**config.mk**
```make
export PLATFORM = sky130hd
export DESIGN_NAME = servant_bus_scheduler
export DESIGN_NICKNAME = d
export VERILOG_FILES = /design/src/rtl/servant_bus_scheduler_pkg.sv /design/src/rtl/servant_rr_pick.sv /design/src/rtl/servant_bus_scheduler.sv
export SDC_FILE = /design/constraint.sdc
export NUM_CORES = 1
export LEC_CHECK = 0
export ABC_AREA = 1
export ABC_CLOCK_PERIOD_IN_PS = 2200
export BUFFER_PORTS_ARGS = -buffer_cell sky130_fd_sc_hd__buf_2
export CORE_AREA = 4 4 145 147
export CTS_BUF_LIST = sky130_fd_sc_hd__clkbuf_8
export DETAILED_ROUTE_END_ITERATION = 10
export DIE_AREA = 0 0 149 151
export SYNTH_ARGS = -nofsm -noshare
export SYNTH_HDL_FRONTEND = slang
export SYNTH_SLANG_ARGS = --single-unit
```
**constraint.sdc**
```tcl
create_clock -name i_clk -period 2.2 [get_ports i_clk]
set_input_delay 0.33 -clock i_clk [delete_from_list [all_inputs] [get_ports i_clk]]
set_output_delay 0.33 -clock i_clk [all_outputs]
set_load 0.02 [all_outputs]
```
**src/rtl/servant_bus_scheduler_pkg.sv**
```systemverilog
// Shared definitions for the servant bus scheduler.
//   Master indices, FSM state encoding, ibus default byte select and a
//   one-hot to index helper used when recording the last served master.
package servant_bus_scheduler_pkg;

   localparam logic [1:0] MST_IBUS = 2'd0;
   localparam logic [1:0] MST_DBUS = 2'd1;
   localparam logic [1:0] MST_SPI  = 2'd2;

   typedef enum logic {
      ST_IDLE = 1'b0,
      ST_BUSY = 1'b1
   } state_e;

   // ibus only issues full-word reads
   localparam logic [3:0] IBUS_SEL = 4'hF;

   function automatic logic [1:0] onehot_to_idx(input logic [2:0] oh);
      logic [1:0] idx;
      idx = MST_IBUS;
      if (oh[2])      idx = MST_SPI;
      else if (oh[1]) idx = MST_DBUS;
      return idx;
   endfunction

endpackage

```
**src/rtl/servant_rr_pick.sv**
```systemverilog
// Combinational 3-way rotating priority encoder.
//   req_i  : request vector {spi,dbus,ibus}
//   last_i : index of the master served last; search starts at last_i+1 (mod 3)
//   gnt_o  : one-hot winner, 0 when nothing is requested
module servant_rr_pick
   import servant_bus_scheduler_pkg::*;
(
   input  logic [2:0] req_i,
   input  logic [1:0] last_i,
   output logic [2:0] gnt_o
);

   always_comb begin
      gnt_o = 3'b000;
      case (last_i)
         MST_IBUS: begin
            if (req_i[1])      gnt_o = 3'b010;
            else if (req_i[2]) gnt_o = 3'b100;
            else if (req_i[0]) gnt_o = 3'b001;
         end
         MST_DBUS: begin
            if (req_i[2])      gnt_o = 3'b100;
            else if (req_i[0]) gnt_o = 3'b001;
            else if (req_i[1]) gnt_o = 3'b010;
         end
         default: begin
            if (req_i[0])      gnt_o = 3'b001;
            else if (req_i[1]) gnt_o = 3'b010;
            else if (req_i[2]) gnt_o = 3'b100;
         end
      endcase
   end

endmodule

```
**src/rtl/servant_bus_scheduler.sv**
```systemverilog
// Round-robin scheduler sharing the servant Wishbone port between the CPU
// ibus, CPU dbus and SPI loader. One transaction at a time, grant locked
// until ack, abort or watchdog release.
//   i_clk, i_rst           : clock, synchronous active-high reset
//   i_wb_cpu_ibus_*        : ibus request (read-only), o_wb_cpu_ibus_* response
//   i_wb_cpu_dbus_*        : dbus request, o_wb_cpu_dbus_* response
//   i_wb_cpu_spi_*         : SPI loader request, o_wb_cpu_spi_* response
//   o_wb_cpu_*, i_wb_cpu_* : shared bus towards memory/peripheral mux
//   o_grant                : one-hot owner {spi,dbus,ibus}, 0 when idle
//   o_timeout              : 1-cycle pulse on a watchdog release
//
//   state   | meaning
//   ST_IDLE | no owner; arbitrate among pending cyc requests
//   ST_BUSY | owner granted; bus muxed from owner until ack/abort/timeout
module servant_bus_scheduler
   import servant_bus_scheduler_pkg::*;
#(
   parameter int TIMEOUT = 255,
   parameter int TO_W    = 8
) (
   input  logic        i_clk,
   input  logic        i_rst,
   input  logic [31:0] i_wb_cpu_ibus_adr,
   input  logic        i_wb_cpu_ibus_cyc,
   output logic [31:0] o_wb_cpu_ibus_rdt,
   output logic        o_wb_cpu_ibus_ack,
   input  logic [31:0] i_wb_cpu_dbus_adr,
   input  logic [31:0] i_wb_cpu_dbus_dat,
   input  logic [3:0]  i_wb_cpu_dbus_sel,
   input  logic        i_wb_cpu_dbus_we,
   input  logic        i_wb_cpu_dbus_cyc,
   output logic [31:0] o_wb_cpu_dbus_rdt,
   output logic        o_wb_cpu_dbus_ack,
   input  logic [31:0] i_wb_cpu_spi_adr,
   input  logic [31:0] i_wb_cpu_spi_dat,
   input  logic [3:0]  i_wb_cpu_spi_sel,
   input  logic        i_wb_cpu_spi_we,
   input  logic        i_wb_cpu_spi_cyc,
   output logic [31:0] o_wb_cpu_spi_rdt,
   output logic        o_wb_cpu_spi_ack,
   output logic [31:0] o_wb_cpu_adr,
   output logic [31:0] o_wb_cpu_dat,
   output logic [3:0]  o_wb_cpu_sel,
   output logic        o_wb_cpu_we,
   output logic        o_wb_cpu_cyc,
   input  logic [31:0] i_wb_cpu_rdt,
   input  logic        i_wb_cpu_ack,
   output logic [2:0]  o_grant,
   output logic        o_timeout
);

   localparam bit            WD_EN  = (TIMEOUT != 0);
   localparam logic [TO_W-1:0] TO_LAST = TO_W'(TIMEOUT - 1);

   state_e          state_q, state_d;
   logic [2:0]      grant_q, grant_d;
   logic [1:0]      last_q, last_d;
   logic [TO_W-1:0] cnt_q, cnt_d;

   logic [2:0] req;
   logic [2:0] pick_gnt;
   logic       busy;
   logic       own_cyc;
   logic       to_fire;
   logic       ack_any;
   logic [31:0] rdt_fwd;

   assign req  = {i_wb_cpu_spi_cyc, i_wb_cpu_dbus_cyc, i_wb_cpu_ibus_cyc};
   assign busy = (state_q == ST_BUSY);
   assign own_cyc = |(grant_q & req);

   // A real ack beats the watchdog; a dropped cyc counts as abort, not timeout.
   assign to_fire = WD_EN && busy && own_cyc && !i_wb_cpu_ack && (cnt_q == TO_LAST);
   assign ack_any = busy && (i_wb_cpu_ack || to_fire);
   assign rdt_fwd = to_fire ? 32'h0 : i_wb_cpu_rdt;

   servant_rr_pick u_pick (
      .req_i  (req),
      .last_i (last_q),
      .gnt_o  (pick_gnt)
   );

   assign o_wb_cpu_ibus_ack = ack_any & grant_q[0];
   assign o_wb_cpu_dbus_ack = ack_any & grant_q[1];
   assign o_wb_cpu_spi_ack  = ack_any & grant_q[2];
   assign o_wb_cpu_ibus_rdt = rdt_fwd;
   assign o_wb_cpu_dbus_rdt = rdt_fwd;
   assign o_wb_cpu_spi_rdt  = rdt_fwd;
   assign o_grant   = grant_q;
   assign o_timeout = to_fire;
   assign o_wb_cpu_cyc = busy & own_cyc & ~to_fire;

   // grant_q is zero outside BUSY, so the shared bus idles at all-zero.
   always_comb begin
      o_wb_cpu_adr = 32'h0;
      o_wb_cpu_dat = 32'h0;
      o_wb_cpu_sel = 4'h0;
      o_wb_cpu_we  = 1'b0;
      if (grant_q[0]) begin
         o_wb_cpu_adr = i_wb_cpu_ibus_adr;
         o_wb_cpu_sel = IBUS_SEL;
      end else if (grant_q[1]) begin
         o_wb_cpu_adr = i_wb_cpu_dbus_adr;
         o_wb_cpu_dat = i_wb_cpu_dbus_dat;
         o_wb_cpu_sel = i_wb_cpu_dbus_sel;
         o_wb_cpu_we  = i_wb_cpu_dbus_we;
      end else if (grant_q[2]) begin
         o_wb_cpu_adr = i_wb_cpu_spi_adr;
         o_wb_cpu_dat = i_wb_cpu_spi_dat;
         o_wb_cpu_sel = i_wb_cpu_spi_sel;
         o_wb_cpu_we  = i_wb_cpu_spi_we;
      end
   end

   always_comb begin
      state_d = state_q;
      grant_d = grant_q;
      last_d  = last_q;
      cnt_d   = cnt_q;
      case (state_q)
         ST_IDLE: begin
            cnt_d = '0;
            if (|req) begin
               grant_d = pick_gnt;
               state_d = ST_BUSY;
            end
         end
         ST_BUSY: begin
            if (i_wb_cpu_ack || !own_cyc || to_fire) begin
               state_d = ST_IDLE;
               last_d  = onehot_to_idx(grant_q);
               grant_d = 3'b000;
               cnt_d   = '0;
            end else if (WD_EN && (cnt_q != '1)) begin
               cnt_d = cnt_q + 1'b1;
            end
         end
         default: begin
            state_d = ST_IDLE;
            grant_d = 3'b000;
            cnt_d   = '0;
         end
      endcase
   end

   always_ff @(posedge i_clk) begin
      if (i_rst) begin
         state_q <= ST_IDLE;
         grant_q <= 3'b000;
         last_q  <= MST_IBUS;
         cnt_q   <= '0;
      end else begin
         state_q <= state_d;
         grant_q <= grant_d;
         last_q  <= last_d;
         cnt_q   <= cnt_d;
      end
   end

endmodule

```
# Word level (Yosys, flattened, before mapping)
# Index checks and enable logic that the tools add are counted.
[op_classes]
add_sub_neg = 1
eq_ne = 6
mux = 34
bitwise = 8
reduce_logical = 14
[op_table]
columns = ["cell", "count"]
rows = [
  ["two-way mux 32 bit", 7],
  ["two-way mux 3 bit", 9],
  ["two-way mux 8 bit", 2],
  ["case mux 8 bit (2 select lines)", 1],
  ["two-way mux 4 bit", 3],
  ["case mux 3 bit (2 select lines)", 2],
  ["adder 8 x 1 -> 8 bit (second input constant)", 1],
  ["equality test 8 bit (second input constant)", 1],
  ["inequality test 8 bit (second input constant)", 1],
  ["two-way mux 1 bit", 7],
  ["OR reduction 3 bit", 2],
  ["AND 1 bit", 5],
  ["logical AND 1 bit", 4],
  ["two-way mux 2 bit", 2],
  ["AND reduction 2 bit", 2],
  ["AND 3 bit", 1],
  ["logical OR 1 bit", 3],
  ["inequality test 3 x 1 -> 1 bit (second input constant)", 1],
  ["equality test 2 x 1 -> 1 bit (second input constant)", 1],
  ["zero test 1 bit", 2],
  ["zero test 2 bit", 1],
  ["inequality test 2 x 1 -> 1 bit (second input constant)", 1],
  ["inequality test 2 bit (second input constant)", 1],
  ["NOT 1 bit", 2],
  ["case mux 1 bit (2 select lines)", 1],
]
[word_totals]
register_bits = 14
input_bits = 208
word_cells = 67

# Logic depth before layout (Yosys ltp)
# Gate-level depths: netlist of the first run.
[logic_depth]
ltp_word = 8
depth_mapped = 10
ltp_nobuf = 9

# By module
# Synthesis of the first run repeated with hierarchy kept, for this count alone.
[hier_totals]
cells_unflattened = 491
hier_area_um2 = 2721.4
[modules_own_cells]
columns = ["module", "n_inst", "cells_per_inst", "area_per_inst_um2", "seq_area_each_um2"]
rows = [
  ["servant_bus_scheduler", 1, 476, 2642.5, 280.3],
  ["servant_rr_pick", 1, 15, 78.8, 0.0],
]

# Worst setup path before layout of the first run
# Ideal clock, no wire load.
[synth_timing]
path_kind = "register -> output"
startpoint = "register grant_q[0] (netlist: o_grant[0])"
endpoint = "output o_wb_cpu_ibus_rdt[22]"
arrival_time_ps = 1592
slack_ps = 278
path_stages_with_launch = 9
path_cell_list = "dfxtp_1 > buf_2 > nand2_1 > nand3_2 > nand2_4 > nor3_4 > buf_6 > nor2_1 > buf_4"
[synth_between]
elab_chain_len = 6
[synth_rtl]
columns = ["element", "line_no", "rtl"]
rows = [
  ["start, declared", "servant_bus_scheduler.sv:56", "logic [2:0] grant_q, grant_d;"],
  ["start signal, assigned", "servant_bus_scheduler.sv:154", "grant_q <= grant_d;"],
  ["AND 3 bit", "servant_bus_scheduler.sv:70", "assign own_cyc = |(grant_q & req);"],
  ["OR reduction 3 bit", "servant_bus_scheduler.sv:70", ""],
  ["logical AND 1 bit (3 in a row)", "servant_bus_scheduler.sv:73", "assign to_fire = WD_EN && busy && own_cyc && !i_wb_cpu_ack && (cnt_q == TO_LAST);"],
  ["net o_timeout", "servant_bus_scheduler.sv:49", "output logic o_timeout"],
  ["two-way mux 32 bit", "servant_bus_scheduler.sv:75", "assign rdt_fwd = to_fire ? 32'h0 : i_wb_cpu_rdt;"],
  ["end, declared", "servant_bus_scheduler.sv:25", "output logic [31:0] o_wb_cpu_ibus_rdt,"],
]
# The timed path passes the listed nets, and every way through them passes these cells.

# Final worst setup path of the first run
[layout_timing]
startpoint = "register cnt_q[0]"
endpoint = "output o_wb_cpu_dbus_rdt[16]"
[layout_between]
elab_chain_len = 3
[layout_rtl]
columns = ["element", "line_no", "rtl"]
rows = [
  ["start, declared", "servant_bus_scheduler.sv:58", "logic [TO_W-1:0] cnt_q, cnt_d;"],
  ["start signal, assigned", "servant_bus_scheduler.sv:156", "cnt_q <= cnt_d;"],
  ["equality test 8 bit", "servant_bus_scheduler.sv:73", ""],
  ["logical AND 1 bit", "servant_bus_scheduler.sv:73", ""],
  ["two-way mux 32 bit", "servant_bus_scheduler.sv:75", ""],
  ["end, declared", "servant_bus_scheduler.sv:32", "output logic [31:0] o_wb_cpu_dbus_rdt,"],
]
# No other way between the ends.

==> results of run 1 <==
[path summary, 6_finish.rpt]
kind	start	end	slack, ns	cells after the start
max	cnt_q[0]	o_wb_cpu_dbus_rdt[16]	0.13	7
min reg2reg	cnt_q[0]	cnt_q[0]	0.51	2
min	i_rst	last_q[0]	0.31	2
max reg2reg	cnt_q[1]	cnt_q[1]	0.73	8
[critical path, delay by kind of cell, from the launching register on]
family                   cells  cell delay (ns)
buffers and inverters        3             0.46
flip-flops                   1             0.34
adder cells (fa/ha/maj)      1             0.16
AND/OR/NAND/NOR              3             0.52
[flip-flops by register name (all words and copies together), names as in the netlist]
register and cells:
cnt_q 8, busy 1, last_q 2, o_grant 3
[power breakdown]
group / switching [mW] / internal, mW / leakage [nW]
combinational: 0.831 / 0.470 / 2.40
sequential: 0.0131 / 0.266 / 0.115
clock: 0.0967 / 0.159 / 0.0288
total: 0.941 / 0.895 / 2.54
[cell usage in the layout, fill, tap and decap left out]
master / instances
buf_2: 380
nand2_1: 129
inv_1: 53
nor2_1: 47
a21oi_1: 38
a22oi_1: 36
o21ai_0: 33
dfxtp_1: 12
nand3_1: 9
nand4_1: 7
nor2_4: 4
clkbuf_8: 4
nand2_2: 3
nor3_1: 3
nor3b_1: 3
buf_12: 3
o2111ai_1: 2
ha_1: 2
dfxtp_2: 2
buf_4: 2
nand3_2: 1
nand2_4: 1
nor3_4: 1
nand3_4: 1
o21bai_1: 1
nor2_2: 1
or2_2: 1
xnor2_1: 1
a31oi_1: 1
buf_6: 1
[cell families (layout without fill, tap and decap cells)]
kind of cell	Yosys count	in the layout
buffers and inverters	146	443
XOR/XNOR	1	1
AO/OA/AOI/OAI	111	111
flip-flops	14	14
AND/OR/NAND/NOR	211	211
adder cells (fa/ha/maj)	2	2
[layout make-up]
class	count	area, um^2
multi-input combinational	325	1610
sequential	14	283
fill	2273	15400
tap	270	338
inverter	53	199
clock buffer	4	55.1
timing repair buffer	386	1990
[metrics by stage]
| step | setup WS [ns] | std cells |
|---|---|---|
| floorplan | 0.278 | 485 |
| global placement | 0.366 | 1048 |
| detailed placement | 0.357 | 1048 |
| CTS | 0.101 | 1052 |
| global route | 0.0101 | 1052 |
| finish | 0.129 | 1052 |
[routing by layer]
| metal | wire, um | up-vias | GRT usage |
|---|---|---|---|
| met2 | 6360 | 206 | 0.161 |
| li1 | - | 2092 | - |
| met5 | 13 | - | 0 |
| met4 | 42 | 2 | 0.0146 |
| met1 | 5010 | 1772 | 0.119 |
| met3 | 1220 | 4 | 0.0183 |
==> results list, run 1 <==
- Run status: finished, final reports clean
- Worst hold path type: input pin to flip-flop
* Starting density of the core: 0.136
- Along the worst path, the maximum fanout reaches 33.
- PD cells: 410 nW/um^2
* Max H-tree Level: 1
- Vias after detailed routing: 4076
* Fraction of synthesized cell area in xor and xnor cells: 0.00323
- Slowest-stage cell, CP: dfxtp_1
- At the end of routability-driven placement, the weighted congestion stood at 0.756.
- Ys async rst share: 0
* Post-synthesis cell type with the largest combined area: buf_4
- HPWL Detailed: 10600 um
* RSZ-0062 raised after global routing: no
* Number of instances in the synthesized netlist: 485
- Remaining design rule violation count: 0
* CTS max path bufs: 2
* Measured slew at the worst slew-check pin: 0.395 ns
* Syn avg cell area: 5.60 um^2
- The critical path goes through inv_1 -> ha_1 -> nand4_1 -> nor3_4 -> buf_12 -> nor2_1 -> buf_2.
- Buffer count from post-CTS setup fixing: 0
- Pre-antenna DRT Iters: 4
- In the final routed layout, each cell accounts on average for 12.0 um.
- Clock root buffer master: clkbuf_8
* Kind of start point of the critical path: flip-flop
- Worst rel slew slack: 0.736
* Share of the cycle needed by the critical path after routing: 0.941
* Clock-pin slew on the worst setup and hold paths: 0.06 ns
- After the first detailed-routing iteration, the DRC count stood at 167.
* Max-cap viol count: 0
- CTS Hold Buffers Added: 0
- Overall power: 1.84 mW
- Post-synthesis register bit count: 14
- The share of synthesized area in the top cell type comes to 0.180.
- Clock tree synthesis inserted a total of 3 buffers.
- Total negative slack for setup checks: 0 ns
* Post-Route Utilization: 0.225
- For this design the static power due to leakage is 2.54 nW.
* Clock skew: 0.00588 ns
- Vias in the first global route: 3472
- Primary flip-flop cell chosen by synthesis mapping: dfxtp_1
- Horizontal extent of the die: 149 um
* Number of synthesized flops with an enable pin: 0
- Combinational family with the most area after synthesis: simple AND/OR/NAND/NOR gates
- The first global-routing pass estimated 17200 um of wire.
- The area growth from synthesis to layout is 64.7%.
* Final Hold Slack: 0.312 ns
- Sorting the synthesized cells by area gives the leading types as buf_4 18%, nand2_1 18%, dfxtp_1 10%.
- CP peak stage delay: 0.34 ns
- Synth Cell Area: 2720 um^2
- Number of resized instances in the post-cts repair step: 0
- The floorplan step defined a die boundary enclosing 22500 um^2.
* Pin count of the biggest net entering global routing: 100
- IO Port Bufs: 380
* Site Rows: 52
- The number of antenna violations at the first check in global routing was 1.
- The final hold violation count is 0.
- Maximum clock frequency: 483 MHz
- Setup Crit Path Kind: flip-flop to output port
- After layout, the minimum clock period comes to 2.07 ns.
- Count of antenna diodes in the layout: 0
- Clk Latency, worst-skew pair: 0.25 ns
- Area of the placeable core: 19900 um^2
* Drt via density: 3.87
- Setup violations remaining at the end of the flow were counted as 0.
* Final wirelength: 12600 um
* Total nets after synthesis: 695
- Part of the Yosys area used for sequential elements: 0.103
- Summed over all layers, the global routing overflow is 0.
* Clock sink count: 14
- After routing the design area is 4470 um^2.
- Clock tree from TritonCTS: built
- Most repeated cell in the gate-level netlist after synthesis: nand2_1
- Layout Nets: 993
- The worst setup path is captured at an output port.
- Of the cells placed in the final design, the portion with a size suffix greater than 1 is 0.518.
- The synthesized-area fraction occupied by ao, oa, aoi and oai cells is 0.242.
- Number of top-level pins: 381
- The max-slew violation count is 0.
- VDD IR-drop max: 0.000129 V
* CP Data Required Time: 1.87 ns
* Post-detailed-route count of antenna-violating nets: 0
- Yosys warning count: 0
- Gr usage total: 0.0918
- Data on the critical path arrives at its endpoint at 1.74 ns.
- Basic-gate share of the synthesized area counting and, or, nand and nor cells: 0.336
- Leading post-synthesis cells by instance count: 129 x nand2_1, 65 x buf_4, 53 x inv_1
* Y dimension of the die: 151 um
* Post-synthesis mux area share: 0
- Of the total synthesized cell area, the portion taken by full adders, half adders and majority gates is 0.00922.
* Area post-placement: 4410 um^2
- After synthesis, the netlist uses 28 different library cells.
Power figures use the tool's default switching activity.
==> run 2: changes to the inputs <==
- ABC_CLOCK_PERIOD_IN_PS: 2200 -> default
- RECOVER_POWER: default -> 50
==> results list, run 2 (synthesized netlist as in run 1, its figures left out) <==
* CP Data Required Time: 1.87 ns (about the same)
- The flip-flop and latch area came to 283 um^2 (unchanged).
- The slack of the worst reg-to-reg path is 0.66 ns (was 0.73 ns).
- Internal power contribution: 0.868 mW (was 0.895 mW)
- The combinational share of power is 0.705 (was 0.709).
- Clock-pin slew on the worst setup and hold paths: 0.06 ns (about the same)
* CTS Hold Buffers Added: 0 (unchanged)
* RSZ-0062 raised after global routing: no (unchanged)
* Clock sink count: 14 (unchanged)
- The final cell count without fillers is 1052 (unchanged).
- The total negative setup slack came to 0 ns (unchanged).
* Net load switching power: 0.945 mW (was 0.941 mW)
- Worst rel slew slack: 0.734 (was 0.736)
* Number of top-level pins: 381 (unchanged)
* Sequential share of power: 0.154 (was 0.152)
* Final wirelength: 12700 um (was 12600 um)
- Initial antenna violation count: 1 (unchanged)
* Vias in the first global route: 3472 (unchanged)
- Run status: finished, final reports clean (unchanged).
* Overall power: 1.81 mW (was 1.84 mW)
- The overall fraction of global-route tracks in use is 0.0918 (unchanged).
- Drt via density: 3.87 (about the same)
- The peak fanout along the critical path was 33 (unchanged).
- Leading cell type in the layout, fill and taps excluded: buf_2 (unchanged)
* Total count of hold-check failures in the final report: 0 (unchanged)
* Floorplan die area: 22500 um^2 (unchanged)
- Site Rows: 52 (unchanged)
- The number of buffers and inverters on the critical path was 3 (unchanged).
- The level count of the clock H-tree came to 1 (unchanged).
* Top library cells by usage in the layout, fill and taps aside: 308 x buf_2, 130 x nand2_1, 53 x inv_1 (was 380 x buf_2, 129 x nand2_1, 53 x inv_1)
- The slew of the pin with the lowest slew margin came to 0.398 ns (was 0.395 ns).
- Clock Power Share: 0.141 (was 0.139)
- The final worst-path cycle share is 0.946 (was 0.941).
* Post-Route Utilization: 0.221 (was 0.225)
* CTS max path bufs: 2 (unchanged)
- The setup violation total in the final timing report was 0 (unchanged).
- The peak per-stage delay on the critical path is 0.34 ns (about the same).
- Kind of cell with the highest combined delay on the critical path: simple AND/OR/NAND/NOR gates (unchanged)
- Starting density of the core: 0.136 (unchanged)
- Remaining design rule violation count: 0 (unchanged)
- The number of violations of the max-capacitance limit came to 0 (unchanged).
- The post-CTS setup repair buffer count came to 0 (unchanged).
- The count of buffers from port buffering was 380 (unchanged).
- Wirelength per Cell: 12.0 um (about the same)
- The detailed-routing iteration count for the pre-antenna-repair pass was 4 (unchanged).
- Number of flip-flops under the largest register name: 8 (unchanged)
- The max-slew violation count came to 0 (unchanged).
* Clock root buffer master: clkbuf_8 (unchanged)
- Crit path time final: 2.08 ns (was 2.07 ns)
- Area of the placeable core: 19900 um^2 (unchanged)
* Post-detailed-route count of antenna-violating nets: 0 (unchanged)
- First-pass GRT wire length: 17200 um (unchanged)
- Pin count of the biggest net entering global routing: 100 (unchanged)
- Cts bufs inserted: 3 (unchanged)
- The areal power density over the cells came to 412 nW/um^2 (was 410 nW/um^2).
* Filler cell count in the final layout: 2299 (was 2273)
* Clock tree from TritonCTS: built (unchanged)
* Worst hold path type: input pin to flip-flop (unchanged)
* Maximum clock frequency: 481 MHz (was 483 MHz)
- The total congestion overflow after global routing came to 0 (unchanged).
* CP arrival: 1.75 ns (was 1.74 ns)
* Switching Fraction: 0.521 (was 0.513)
- The horizontal extent of the die is 149 um (unchanged).
- The placed instance count is 1048 (unchanged).
* Vias after detailed routing: 4075 (was 4076)
* Number of resized instances in the post-cts repair step: 0 (unchanged)
- Clk Latency, worst-skew pair: 0.25 ns (about the same)
* HPWL Detailed: 10600 um (unchanged)
* Detailed Route Iter0 Violations: 145 (was 167)
- The register ranked first by flip-flop count is cnt_q (unchanged).
* RD Place Congestion: 0.756 (unchanged)
- Kind of start point of the critical path: flip-flop (unchanged)
* Leakage component of the power: 2.37 nW (was 2.54 nW)
- The area taken by multi-input logic gates is 1590 um^2 (was 1610 um^2).
- Layout overhead on the synthesized area: 62.1% (was 64.7%)
- The height of the die came to 151 um (unchanged).
- Critical-path cell list: inv_1 -> ha_1 -> nand4_1 -> nor3_4 -> buf_12 -> nor2_1 -> buf_2 (unchanged).
- The fraction of layout cells with a size suffix above 1 came to 0.464 (was 0.518).
* VDD IR-drop max: 0.000125 V (was 0.000129 V)
- Setup Crit Path Kind: flip-flop to output port (unchanged)
- Clock skew: 0.00446 ns (was 0.00588 ns)
- The cell type of the slowest stage on the worst timing path is dfxtp_1 (unchanged).
- The number of antenna diodes is 0 (unchanged).
* Worst Setup End Kind: output port (unchanged)
- The post-layout net count was 993 (unchanged).
-- run 2: cell type report --
class,count,share of cell area
clock buffers,4,0.0125
multi-input cells,325,0.361
flip-flops and latches,14,0.0643
well taps,270,0.0768
repair buffers,386,0.441
inverters,53,0.0452
-- run 2: stage by stage --
stage	setup WS, ns	hold slack [ns]	instance area, um^2
after CTS	0.101	0.303	4470
final	0.119	0.313	4400
after global placement	0.366	0.487	4410
after floorplan	0.278	0.399	2720
after global routing	0.0101	0.312	4400
after detailed placement	0.357	0.497	4410
-- run 2: worst register-to-register path: cells and delay by family (launching register included) --
kind | cells | cell delay, ns
adder cells (fa/ha/maj) | 1 | 0.16
AND/OR/NAND/NOR | 6 | 0.81
flip-flops | 1 | 0.34
buffers and inverters | 2 | 0.13
-- run 2: worst paths after layout --
kind,startpoint,endpoint,cells past startpoint
max,cnt_q[0],o_wb_cpu_dbus_rdt[16],7
min,i_rst,last_q[0],2
max reg2reg,cnt_q[0],o_grant[1],9
min reg2reg,cnt_q[0],cnt_q[0],2
-- run 2: layer usage --
metal / wire [um] / GRT usage / up-vias
met4: 41 / 0.0146 / 2
met3: 1160 / 0.0183 / 4
met5: 13 / 0 / -
met1: 5110 / 0.119 / 1780
li1: - / - / 2091
met2: 6350 / 0.161 / 198
-- run 2: power groups by stage --
stage,clock (mW),combinational [mW],sequential (mW)
floorplan,0,0.843,0.286
global placement,0,1.30,0.285
detailed placement,0,1.31,0.285
CTS,0.265,1.31,0.280
global route,0.274,1.40,0.281
finish,0.256,1.28,0.279
